`src/rtl/hazard_stall_unit.sv`:
```
// hazard_stall_unit: load-use hazard detector and stall sequencer.
// Holds PC and IF/ID and bubbles ID/EX for STALL_CYCLES cycles per load-use
// event, never flags $zero, and keeps a saturating hazard event counter.
// Optional macro HAZARD_BRANCH_EN adds one-cycle stalls for BEQ/BNE operands
// still being produced in EX (ALU result) or MEM (load).
module hazard_stall_unit #(
    parameter int unsigned REG_ADDR_W   = 5,
    parameter int unsigned STALL_CYCLES = 1,
    parameter int unsigned HCNT_W       = 16
) (
    input  logic                  clock,
    input  logic                  reset,
    input  logic [5:0]            opCode,
    input  logic [REG_ADDR_W-1:0] rsIFID,
    input  logic [REG_ADDR_W-1:0] rtIFID,
    input  logic                  useRs,
    input  logic                  useRt,
    input  logic [REG_ADDR_W-1:0] rtIDEX,
    input  logic                  memRead,
    input  logic                  regWriteIDEX,
    input  logic [REG_ADDR_W-1:0] rdIDEX,
    input  logic                  memReadEXMEM,
    input  logic [REG_ADDR_W-1:0] rtEXMEM,
    output logic                  stall,
    output logic                  pcWrite,
    output logic                  ifidWrite,
    output logic                  idexFlush,
    output logic [HCNT_W-1:0]     hazardCount
);

    typedef enum logic {
        IDLE = 1'b0,
        HOLD = 1'b1
    } state_e;

    localparam int unsigned      CNT_W    = $clog2(STALL_CYCLES + 1);
    localparam logic [CNT_W-1:0] CNT_LOAD = CNT_W'(STALL_CYCLES - 1);
    localparam logic [CNT_W-1:0] CNT_ONE  = CNT_W'(1);
    localparam bit               MULTI    = (STALL_CYCLES > 1);
    localparam logic [HCNT_W-1:0] HCNT_MAX = '1;
    localparam logic [5:0]       OP_BEQ   = 6'b000100;
    localparam logic [5:0]       OP_BNE   = 6'b000101;

    state_e             state_q, state_d;
    logic [CNT_W-1:0]   cnt_q, cnt_d;
    logic [HCNT_W-1:0]  hcnt_q, hcnt_d;

    logic load_hit_c;
    logic br_hit_c;
    logic event_c;
    logic stall_c;

    // Load in EX whose destination is a source actually read by ID ($zero excluded)
    always_comb begin
        load_hit_c = memRead && (rtIDEX != '0) &&
                     ((useRs && (rsIFID == rtIDEX)) || (useRt && (rtIFID == rtIDEX)));
    end

`ifdef HAZARD_BRANCH_EN
    logic is_branch_c;
    logic ex_hit_c;
    logic mem_hit_c;

    // Branch compares in ID need operands still in flight in EX or MEM
    always_comb begin
        is_branch_c = (opCode == OP_BEQ) || (opCode == OP_BNE);
        ex_hit_c    = regWriteIDEX && (rdIDEX != '0) &&
                      ((useRs && (rsIFID == rdIDEX)) || (useRt && (rtIFID == rdIDEX)));
        mem_hit_c   = memReadEXMEM && (rtEXMEM != '0) &&
                      ((useRs && (rsIFID == rtEXMEM)) || (useRt && (rtIFID == rtEXMEM)));
        br_hit_c    = is_branch_c && (ex_hit_c || mem_hit_c);
    end
`else
    logic unused_branch_c;

    // Branch ports have no function without the branch feature
    always_comb begin
        br_hit_c        = 1'b0;
        unused_branch_c = ^{opCode, regWriteIDEX, rdIDEX, memReadEXMEM, rtEXMEM};
    end
`endif

    // Next-state, remaining-cycle and event-counter logic; stall decoded same cycle
    always_comb begin
        state_d = state_q;
        cnt_d   = cnt_q;
        hcnt_d  = hcnt_q;
        stall_c = 1'b0;
        event_c = 1'b0;

        case (state_q)
            IDLE: begin
                if (load_hit_c) begin
                    stall_c = 1'b1;
                    event_c = 1'b1;
                    if (MULTI) begin
                        state_d = HOLD;
                        cnt_d   = CNT_LOAD;
                    end
                end else if (br_hit_c) begin
                    stall_c = 1'b1;
                    event_c = 1'b1;
                end
            end
            HOLD: begin
                stall_c = 1'b1;
                if (cnt_q == CNT_ONE) begin
                    state_d = IDLE;
                    cnt_d   = '0;
                end else begin
                    cnt_d = cnt_q - CNT_ONE;
                end
            end
            default: begin
                state_d = IDLE;
                cnt_d   = '0;
            end
        endcase

        if (event_c && (hcnt_q != HCNT_MAX)) begin
            hcnt_d = hcnt_q + HCNT_W'(1);
        end

        // Reset forces the pipeline to run freely in the same cycle
        if (reset) begin
            stall_c = 1'b0;
        end
    end

    // State, remaining-cycle counter and event counter registers
    always_ff @(posedge clock) begin
        if (reset) begin
            state_q <= IDLE;
            cnt_q   <= '0;
            hcnt_q  <= '0;
        end else begin
            state_q <= state_d;
            cnt_q   <= cnt_d;
            hcnt_q  <= hcnt_d;
        end
    end

    assign stall       = stall_c;
    assign pcWrite     = ~stall_c;
    assign ifidWrite   = ~stall_c;
    assign idexFlush   = stall_c;
    assign hazardCount = hcnt_q;

endmodule
```
`config.mk`:
```
export PLATFORM = sky130hd
export DESIGN_NAME = hazard_stall_unit
export DESIGN_NICKNAME = d
export VERILOG_FILES = /design/src/rtl/hazard_stall_unit.sv
export SDC_FILE = /design/constraint.sdc
export NUM_CORES = 1
export LEC_CHECK = 0
export ABC_CLOCK_PERIOD_IN_PS = 1800
export CORE_AREA = 2 2 83 45
export DETAILED_ROUTE_END_ITERATION = 12
export DIE_AREA = 0 0 85 47
export PLACE_DENSITY = 0.83
export RECOVER_POWER = 25
export SYNTH_ARGS = -nofsm -noshare
export SYNTH_HDL_FRONTEND = slang
export SYNTH_SLANG_ARGS = --single-unit
```
`constraint.sdc`:
```
create_clock -name clock -period 1.8 [get_ports clock]
set_input_delay 0.36 -clock clock [delete_from_list [all_inputs] [get_ports clock]]
set_output_delay 0.36 -clock clock [all_outputs]
set_load 0.02 [all_outputs]
```
==> results.toml, run 1 <==
[global_route]
grt_pass1_wl_mm = 6.36
overflow = 0
grt_max_degree = 26
antenna_found_initial = 0
grt_pass1_vias = 1267
track_usage = 0.215

[clock_network]
cts_tree = "done"
clkTransAtPathRegs_ns = 0.07
cts_sinks = 18
clk_path_buf_depth = 2
numCtsBuffers = 3
cts_max_level = 1
postCtsHoldBufs = 0
insertion_delay_ns = 0.26
cts-root-buf = "clkbuf_8"

[route]
drtIter0Drc = 86
ant_nets = 0
drc_errors = 0
vias = 1365
wl_mm = 4.63
via_per_inst = 5.48
dr.pass1.iters = 4
routedWlPerCell_um = 18.6

[setup_path]
cpMaxStageDelayCell = "nor4_2"
required_ns = 1.44
critPathLaunchType = "primary input"
crit_arrival_ns = 1.77
cp-end-kind = "output pin"
r2r_slack_ns = -0.16
crit_top_cell = "buf_6"
critPathKind = "in -> out"
critPathMaxFanout = 2
path_cells = "buf_6 > buf_6 > xor2_2 > nor4_2 > a32oi_2 > nor2b_4 > o21a_4 > buf_6"
slowest_delay_ns = 0.34

[yosys]
synth_area_leader_cell = "dfxtp_1"
synth-compound-area-share = 0.124
synth_common_cells = "dfxtp_1, nor2_1, nor2b_1"
syn_inst = 132
netlist.area_leader.share = 0.322
synth_async_sr_flop_share = 0
synthFlopType = "dfxtp_1"
synth.area.top_cells = "dfxtp_1, mux2_2, xor2_1"
syn_area_per_cell_um2 = 8.48
netlist_area_um2 = 1120
synthAdderAreaFrac = 0.0112
synth_mux_area_frac = 0.0804
yosys_warnings = 0
synth-xor-area-share = 0.0860
synth_edf_count = 0
post-synth-top-count-cell = "dfxtp_1"
synth_cell_types = 36
synth_nets = 171
synth_simple_gate_area_frac = 0.328
synth_top_family_by_area = "simple AND/OR/NAND/NOR gates"
synth_seq_cells = 18
yosysSeqAreaShare = 0.322

[die]
die_h_um = 47
die_w_um = 85
core_um2 = 3280
fp.dieArea_um2 = 4000
ioPinCount = 58
num_rows = 15
start_util = 0.341

[timing]
hold_viol = 0
maxSlewViolCount = 0
fmax_mhz = 470
fin_crit_sh = 1.18
worstMarginPinSlew_ns = 0.576
finalSetupViolCount = 20
rsz0062_at_grt = "true"
postLayoutSetupSlackWorst_ns = -0.328
whs_ns = 0.448
slew_headroom = 0.616
finClkSkew_ns = 0.00685
min_period_ns = 2.13

[run_status]
status = "complete, but fails checks"
violations = "negative setup slack"

[flow_run]
maxCapViolations = 0

[place]
place_congestion = 0.737
dpl-instance-area_um2 = 1780
io_buffers = 39
place_hpwl_mm = 2.49
dp_slack_ns = -1.09
dp.cells = 233

[worst_hold_path]
min_path_type = "reg -> reg"

[cells_and_area]
fin_nets = 247
final_cell_area_um2 = 2230
syn_to_final_growth_pct = 99.0
antenna_cells = 0
fin_util = 0.678
final_cells = 249
drive_gt1_frac = 0.488

[power]
power_density_nw_per_um2 = 419
power.switching_mw = 0.243
clkPwrFrac = 0.367
internal_power_mw = 0.691
switching_share = 0.260
seq_power_share = 0.428
combPwrFrac = 0.205
leakage_nw = 0.914
peakVddDrop_uv = 237
-- critical path: cells and delay by family --
family,cells,cell delay (ns)
and+or+nand+nor,2,0.54
AOI/OAI and AO/OA,2,0.39
buffers and inverters,3,0.34
xor gates and xnor gates,1,0.15
-- through the flow --
stage	TNS [ns]	total power, mW
after floorplan	-0.661	0.463
after global placement	-15.58	0.534
after detailed placement	-16.02	0.535
after CTS	-2.96	0.879
after global routing	-5.54	0.960
final	-4.28	0.934
-- registers in the layout, summed over array words and instances (netlist names) --
name	cells
cnt_q	1
hazardCount	16
state_q	1
-- layer usage --
metal  global-route usage  wire length (µm)  vias up
met1                0.276              1960      660
li1                     -                 -      625
met4               0.0889               160        0
met2                0.363              2170       62
met3               0.0527               340       18
met5                    0                 0        -
-- kinds of logic after synthesis --
family	count (synthesis)
AO/OA/AOI/OAI	21
XOR/XNOR	11
adder cells (fa/ha/maj)	1
buffers and inverters	9
flip-flops	18
multiplexers	8
AND/OR/NAND/NOR	64
-- cells in the final DEF, fill, tap and decap left out, drive strengths merged, types with 4 or more instances in the layout --
master	instances
xor2	8
nor2b	9
mux2	8
nor3	4
buf	46
clkdlybuf4s50	17
dlygate4sd2	4
nand2	7
a21oi	7
nor4	6
nand3	7
nor2	13
dfxtp	18
or4	6
clkbuf	9
o31ai	7
-- what timing repair did --
action                     in CTS  in global routing
resized for setup              75                 47
buffers inserted                6                  4
setup endpoints to repair      20                 20
cloned                          2                  1
pin swaps                      18                 18
-- cell type report --
cell class                      count  area [µm²]
Clock buffer                        4        55.1
Multi-Input combinational cell    105        1000
Tap cell                           42        52.6
Fill cell                         230        1060
Inverter                            1        3.75
Sequential cell                    18         360
Timing Repair Buffer               79         753
-- final timing paths --
| path | cells past startpoint | from | endpoint |
|---|---|---|---|
| worst max-delay path | 8 | rtIDEX[1] | stall |
| worst min-delay path | 1 | cnt_q$_SDFFE_PP0P_ | state_q$_SDFF_PP0_ |
| worst max register to register | 6 | hazardCount[0]$_SDFFE_PP0P_ | hazardCount[15]$_SDFFE_PP0P_ |
| worst min register to register | 1 | cnt_q$_SDFFE_PP0P_ | state_q$_SDFF_PP0_ |
-- power groups by stage --
stage | combinational [mW] | sequential (mW) | clock [mW]
floorplan | 0.0543 | 0.409 | 0
global placement | 0.126 | 0.408 | 0
detailed placement | 0.127 | 0.408 | 0
CTS | 0.144 | 0.399 | 0.336
global route | 0.201 | 0.399 | 0.359
finish | 0.191 | 0.399 | 0.343
(Power assumes the default switching activity.)
==> run 2, diff against run 1 <==
CORE_AREA = 2 2 60 62   (was 2 2 83 45)
DIE_AREA = 0 0 62 64   (was 0 0 85 47)
PLACE_DENSITY = 0.82   (was 0.83)
==> run 2 against run 1 <==
Against the previous run:
- the flow still finishes with violations (negative setup slack)
- combinational power down 3%
- hold slack about the same
- fmax up 6.6%
- register-to-register slack better by 0.08 ns
- worst setup slack better by 0.13 ns
- die area down 0.68%
- largest cell class unchanged
- count of clock-buffer cells in the layout unchanged
- non-clock buffer count down 5
- final cell count down 0.40%
- total power down 9.5%
==> results.toml, run 2 (synthesis results as in run 1) <==
[clock_network]
clk_path_buf_depth = 2
postCtsHoldBufs = 0
cts_max_level = 1
clkTransAtPathRegs_ns = 0.10
cts-root-buf = "clkbuf_4"
cts_tree = "done"
numCtsBuffers = 3
insertion_delay_ns = 0.31
cts_sinks = 18

[timing]
fin_crit_sh = 1.11
maxSlewViolCount = 0
finalSetupViolCount = 12
rsz0062_at_grt = "true"
min_period_ns = 2.00
fmax_mhz = 501
whs_ns = 0.448
fin_setup_tns_ns = -1.37
hold_viol = 0
finClkSkew_ns = 0.0152
postLayoutSetupSlackWorst_ns = -0.196
worstMarginPinSlew_ns = 0.527
slew_headroom = 0.648

[power]
power.total_mw = 0.845
leakage_nw = 0.916
peakVddDrop_uv = 322
power_density_nw_per_um2 = 385

[setup_path]
rr_startpoint = "hazardCount[11]$_SDFFE_PP0P_"
crit_arrival_ns = 1.64
cpMaxStageDelayCell = "or4_4"
path_buf_inv = 2
reg2reg_to = "hazardCount[1]$_SDFFE_PP0P_"
r2r_slack_ns = -0.08
crit_family = "simple AND/OR/NAND/NOR gates"
path_cells = "buf_8 > or4_4 > o21a_1 > nor2b_4 > o21a_4 > buf_6"
reg2reg_depth = 7
required_ns = 1.44
cp-end-kind = "output pin"
critPathMaxFanout = 2
slowest_delay_ns = 0.52
critPathKind = "in -> out"
critPathLaunchType = "primary input"

[place]
place_congestion = 0.764
dp.cells = 236
io_buffers = 39
place_hpwl_mm = 2.33
dp_slack_ns = -1.01
dpl-instance-area_um2 = 1780

[cells_and_area]
drive_gt1_frac = 0.470
largest_reg_flops = 16
syn_to_final_growth_pct = 96.0
multi_input_area_um2 = 1010
fill_cells = 247
seq_area_um2 = 364
layout_commonest_cell = "buf_4"
final_cells = 248
final_cell_area_um2 = 2190
layout_common_cells = "buf_4, dfxtp_1, clkdlybuf4s50_1, nor2_1, buf_6"
fin_nets = 242
fin_util = 0.668
antenna_cells = 0

[run_status]
violations = "negative setup slack"
status = "complete, but fails checks"

[route]
vias = 1299
dr.pass1.iters = 4
ant_nets = 0
drtIter0Drc = 40
via_per_inst = 5.24
wl_mm = 4.00
routedWlPerCell_um = 16.1
drc_errors = 0

[worst_hold_path]
min_path_type = "reg -> reg"
min_from = "cnt_q$_SDFFE_PP0P_"
min_to = "state_q$_SDFF_PP0_"
min_path_cells = 1

[flow_run]
maxCapViolations = 0

[global_route]
track_usage = 0.194
antenna_found_initial = 0
overflow = 0
grt_max_degree = 26
grt_pass1_vias = 1260
grt_pass1_wl_mm = 5.79

[die]
ioPinCount = 58
num_rows = 21
core_um2 = 3280
fp.dieArea_um2 = 3970
start_util = 0.341
die_h_um = 64
die_w_um = 62
==> run 2: how the worst max path moves through the flow <==
stage	from	to	cells past startpoint
3_3_place_gp	rtIDEX[2]	pcWrite	6
6_report	rtIDEX[4]	idexFlush	6
3_5_place_dp	rtIDEX[2]	ifidWrite	6
2_1_floorplan	rtIDEX[1]	pcWrite	5
4_1_cts	rtIDEX[4]	idexFlush	6
5_1_grt	rsIFID[2]	idexFlush	7
==> run 2: per-layer routing <==
layer	global-route usage	share of wire	wire [µm]	vias up
li1	-	-	-	624
met4	0.0798	0.017	66	0
met3	0.0405	0.023	92	9
met1	0.226	0.41	1640	643
met5	0	0	0	-
met2	0.332	0.55	2200	23
==> run 2: what timing repair did <==
item,CTS,global route
hold endpoints to repair,0,0
buffers inserted,3,5
gates resized for setup,86,50
pin swaps,22,22
endpoints found under the setup margin,20,26
gates cloned,2,0
==> run 2: power breakdown <==
part	total, mW	switching, mW	leakage [nW]	internal [mW]
clock	0.261	0.138	0.0210	0.124
combinational	0.186	0.0895	0.749	0.0961
sequential	0.398	0.000996	0.146	0.397
==> run 2: layout make-up <==
class                   count  area share
inverters                   1     0.00171
clock buffers               4      0.0165
repair buffers             74       0.328
multi-input cells         105       0.462
flip-flops and latches     18       0.166
well taps                  46      0.0262
==> run 3, diff against run 2 <==
PLACE_DENSITY = 0.79   (was 0.82)
==> run 3 against run 2 <==
Against the previous run:
- the run still ends with negative setup slack left
- critical endpoint unchanged
- die area unchanged
- largest power group unchanged
- worst setup slack worse by 0.0096 ns
- count of clock-buffer cells in the layout did not move
- largest cell class unchanged
- highest routed layer unchanged
- clock skew is 0.0096 ns lower
- global-route usage decreased by 0.087 points
- non-clock buffer count rose by 5
- fmax is 0.48% lower
- register-to-register slack improved by 0.07 ns
==> results.toml, run 3 (synthesis results as in run 1) <==
[setup_path]
reg2reg_depth = 6
r2r_slack_ns = -0.01
crit_start = "rsIFID[0]"
slowest_delay_ns = 0.42
cpMaxStageDelayCell = "clkdlybuf4s50_1"
rr_startpoint = "hazardCount[15]$_SDFFE_PP0P_"
reg2reg_to = "hazardCount[15]$_SDFFE_PP0P_"
critPathKind = "in -> out"
crit_arrival_ns = 1.65
required_ns = 1.44
path_cells = "clkdlybuf4s50_1 > xnor2_1 > a32oi_2 > nor2b_4 > o21a_4 > buf_6"
endpoint = "idexFlush"
critPathMaxFanout = 2
cp-end-kind = "output pin"
critPathLaunchType = "primary input"

[die]
die_h_um = 64
num_rows = 21
fp.dieArea_um2 = 3970
die_w_um = 62
start_util = 0.341
core_um2 = 3280
ioPinCount = 58

[timing]
whs_ns = 0.453
worstMarginPinSlew_ns = 0.476
slew_headroom = 0.683
rsz0062_at_grt = "true"
postLayoutSetupSlackWorst_ns = -0.206
min_period_ns = 2.01
fin_crit_sh = 1.11
hold_viol = 0
finClkSkew_ns = 0.00558
finalSetupViolCount = 19
fmax_mhz = 499
maxSlewViolCount = 0

[power]
leakage_nw = 0.892
peakVddDrop_uv = 212
power.total_mw = 0.825
power_density_nw_per_um2 = 394

[route]
drtIter0Drc = 58
wl_mm = 3.80
dr.pass1.iters = 4
vias = 1308
ant_nets = 0
via_per_inst = 5.17
routedWlPerCell_um = 15.0
drc_errors = 0

[place]
place_congestion = 0.893
place_hpwl_mm = 2.56
io_buffers = 39
dp_slack_ns = -1.02
dpl-instance-area_um2 = 1830

[cells_and_area]
drive_gt1_frac = 0.425
largest_reg_flops = 16
fin_nets = 247
fin_util = 0.637
fill_cells = 266
final_cell_area_um2 = 2090
seq_area_um2 = 360
layout_common_cells = "buf_4, dfxtp_1, clkdlybuf4s50_1, nor2_1, buf_6"
layout_commonest_cell = "buf_4"
multi_input_area_um2 = 887
syn_to_final_growth_pct = 86.8
antenna_cells = 0

[global_route]
overflow = 0
met1_usage = 0.237
grt.busiest_layer = "met2"
use_met2 = 0.324
track_usage = 0.194
grt_pass1_vias = 1291
grt_pass1_wl_mm = 5.80
met3_usage = 0.0344
antenna_found_initial = 0
grt_max_degree = 26

[clock_network]
clk_path_buf_depth = 2
cts_max_level = 1
clkTransAtPathRegs_ns = 0.11
cts-root-buf = "clkbuf_4"
numCtsBuffers = 3
cts_sinks = 18
insertion_delay_ns = 0.31
cts_tree = "done"

[run_status]
status = "complete, but fails checks"
violations = "negative setup slack"

[flow_run]
maxCapViolations = 0

[worst_hold_path]
min_path_type = "reg -> reg"
-- run 3: cell types whose count changed in the layout (fill, tap and decap cells not counted), sizes merged --
cell,previous run,this run
clkbuf,9,11
buf,45,46
dlygate4sd2,1,3
dlymetal6s2s,4,5
clkdlybuf4s50,14,13
-- run 3: area by class of cell --
type | count | area share
multi-input cells | 105 | 0.424
repair buffers | 79 | 0.357
flip-flops and latches | 18 | 0.172
well taps | 46 | 0.0275
clock buffers | 4 | 0.0173
inverters | 1 | 0.00179
-- run 3: worst min-delay path by stage --
| stage | startpoint | to | cells past startpoint |
|---|---|---|---|
| 6_report | cnt_q$_SDFFE_PP0P_ | state_q$_SDFF_PP0_ | 1 |
| 5_1_grt | cnt_q$_SDFFE_PP0P_ | state_q$_SDFF_PP0_ | 1 |
| 4_1_cts | cnt_q$_SDFFE_PP0P_ | state_q$_SDFF_PP0_ | 1 |
| 3_5_place_dp | cnt_q$_SDFFE_PP0P_ | state_q$_SDFF_PP0_ | 1 |
| 3_3_place_gp | cnt_q$_SDFFE_PP0P_ | state_q$_SDFF_PP0_ | 1 |
| 2_1_floorplan | cnt_q$_SDFFE_PP0P_ | state_q$_SDFF_PP0_ | 1 |
-- run 3: power by group --
group          total [mW]  leakage, nW  internal, mW  switching (mW)
combinational       0.164        0.726        0.0899          0.0739
clock               0.262       0.0210         0.124           0.138
sequential          0.399        0.145         0.399        0.000519
-- run 3: critical path: cells and delay by family --
| family | cells | cell delay [ns] |
|---|---|---|
| and+or+nand+nor | 1 | 0.08 |
| buffers and inverters | 2 | 0.54 |
| xor gates and xnor gates | 1 | 0.15 |
| AOI/OAI and AO/OA | 2 | 0.51 |
-- run 3: timing repair --
action                     CTS  global route
hold buffers                 0             0
buffers inserted             2             5
pin swaps                   20            14
resized for setup           75            30
gates cloned                 2             0
setup endpoints to repair   20            25
-- run 3: routing by layer --
layer / up-vias / part of all wire
met5: - / 0
met2: 28 / 0.55
li1: 637 / -
met1: 635 / 0.41
met3: 8 / 0.027
met4: 0 / 0.015
-- run 3: stage by stage --
step           TNS [ns]  cells
2_1_floorplan    -0.661    132
3_3_place_gp     -13.34    241
3_5_place_dp     -15.11    241
4_1_cts           -2.57    248
5_1_grt           -2.85    253
6_report          -1.86    253
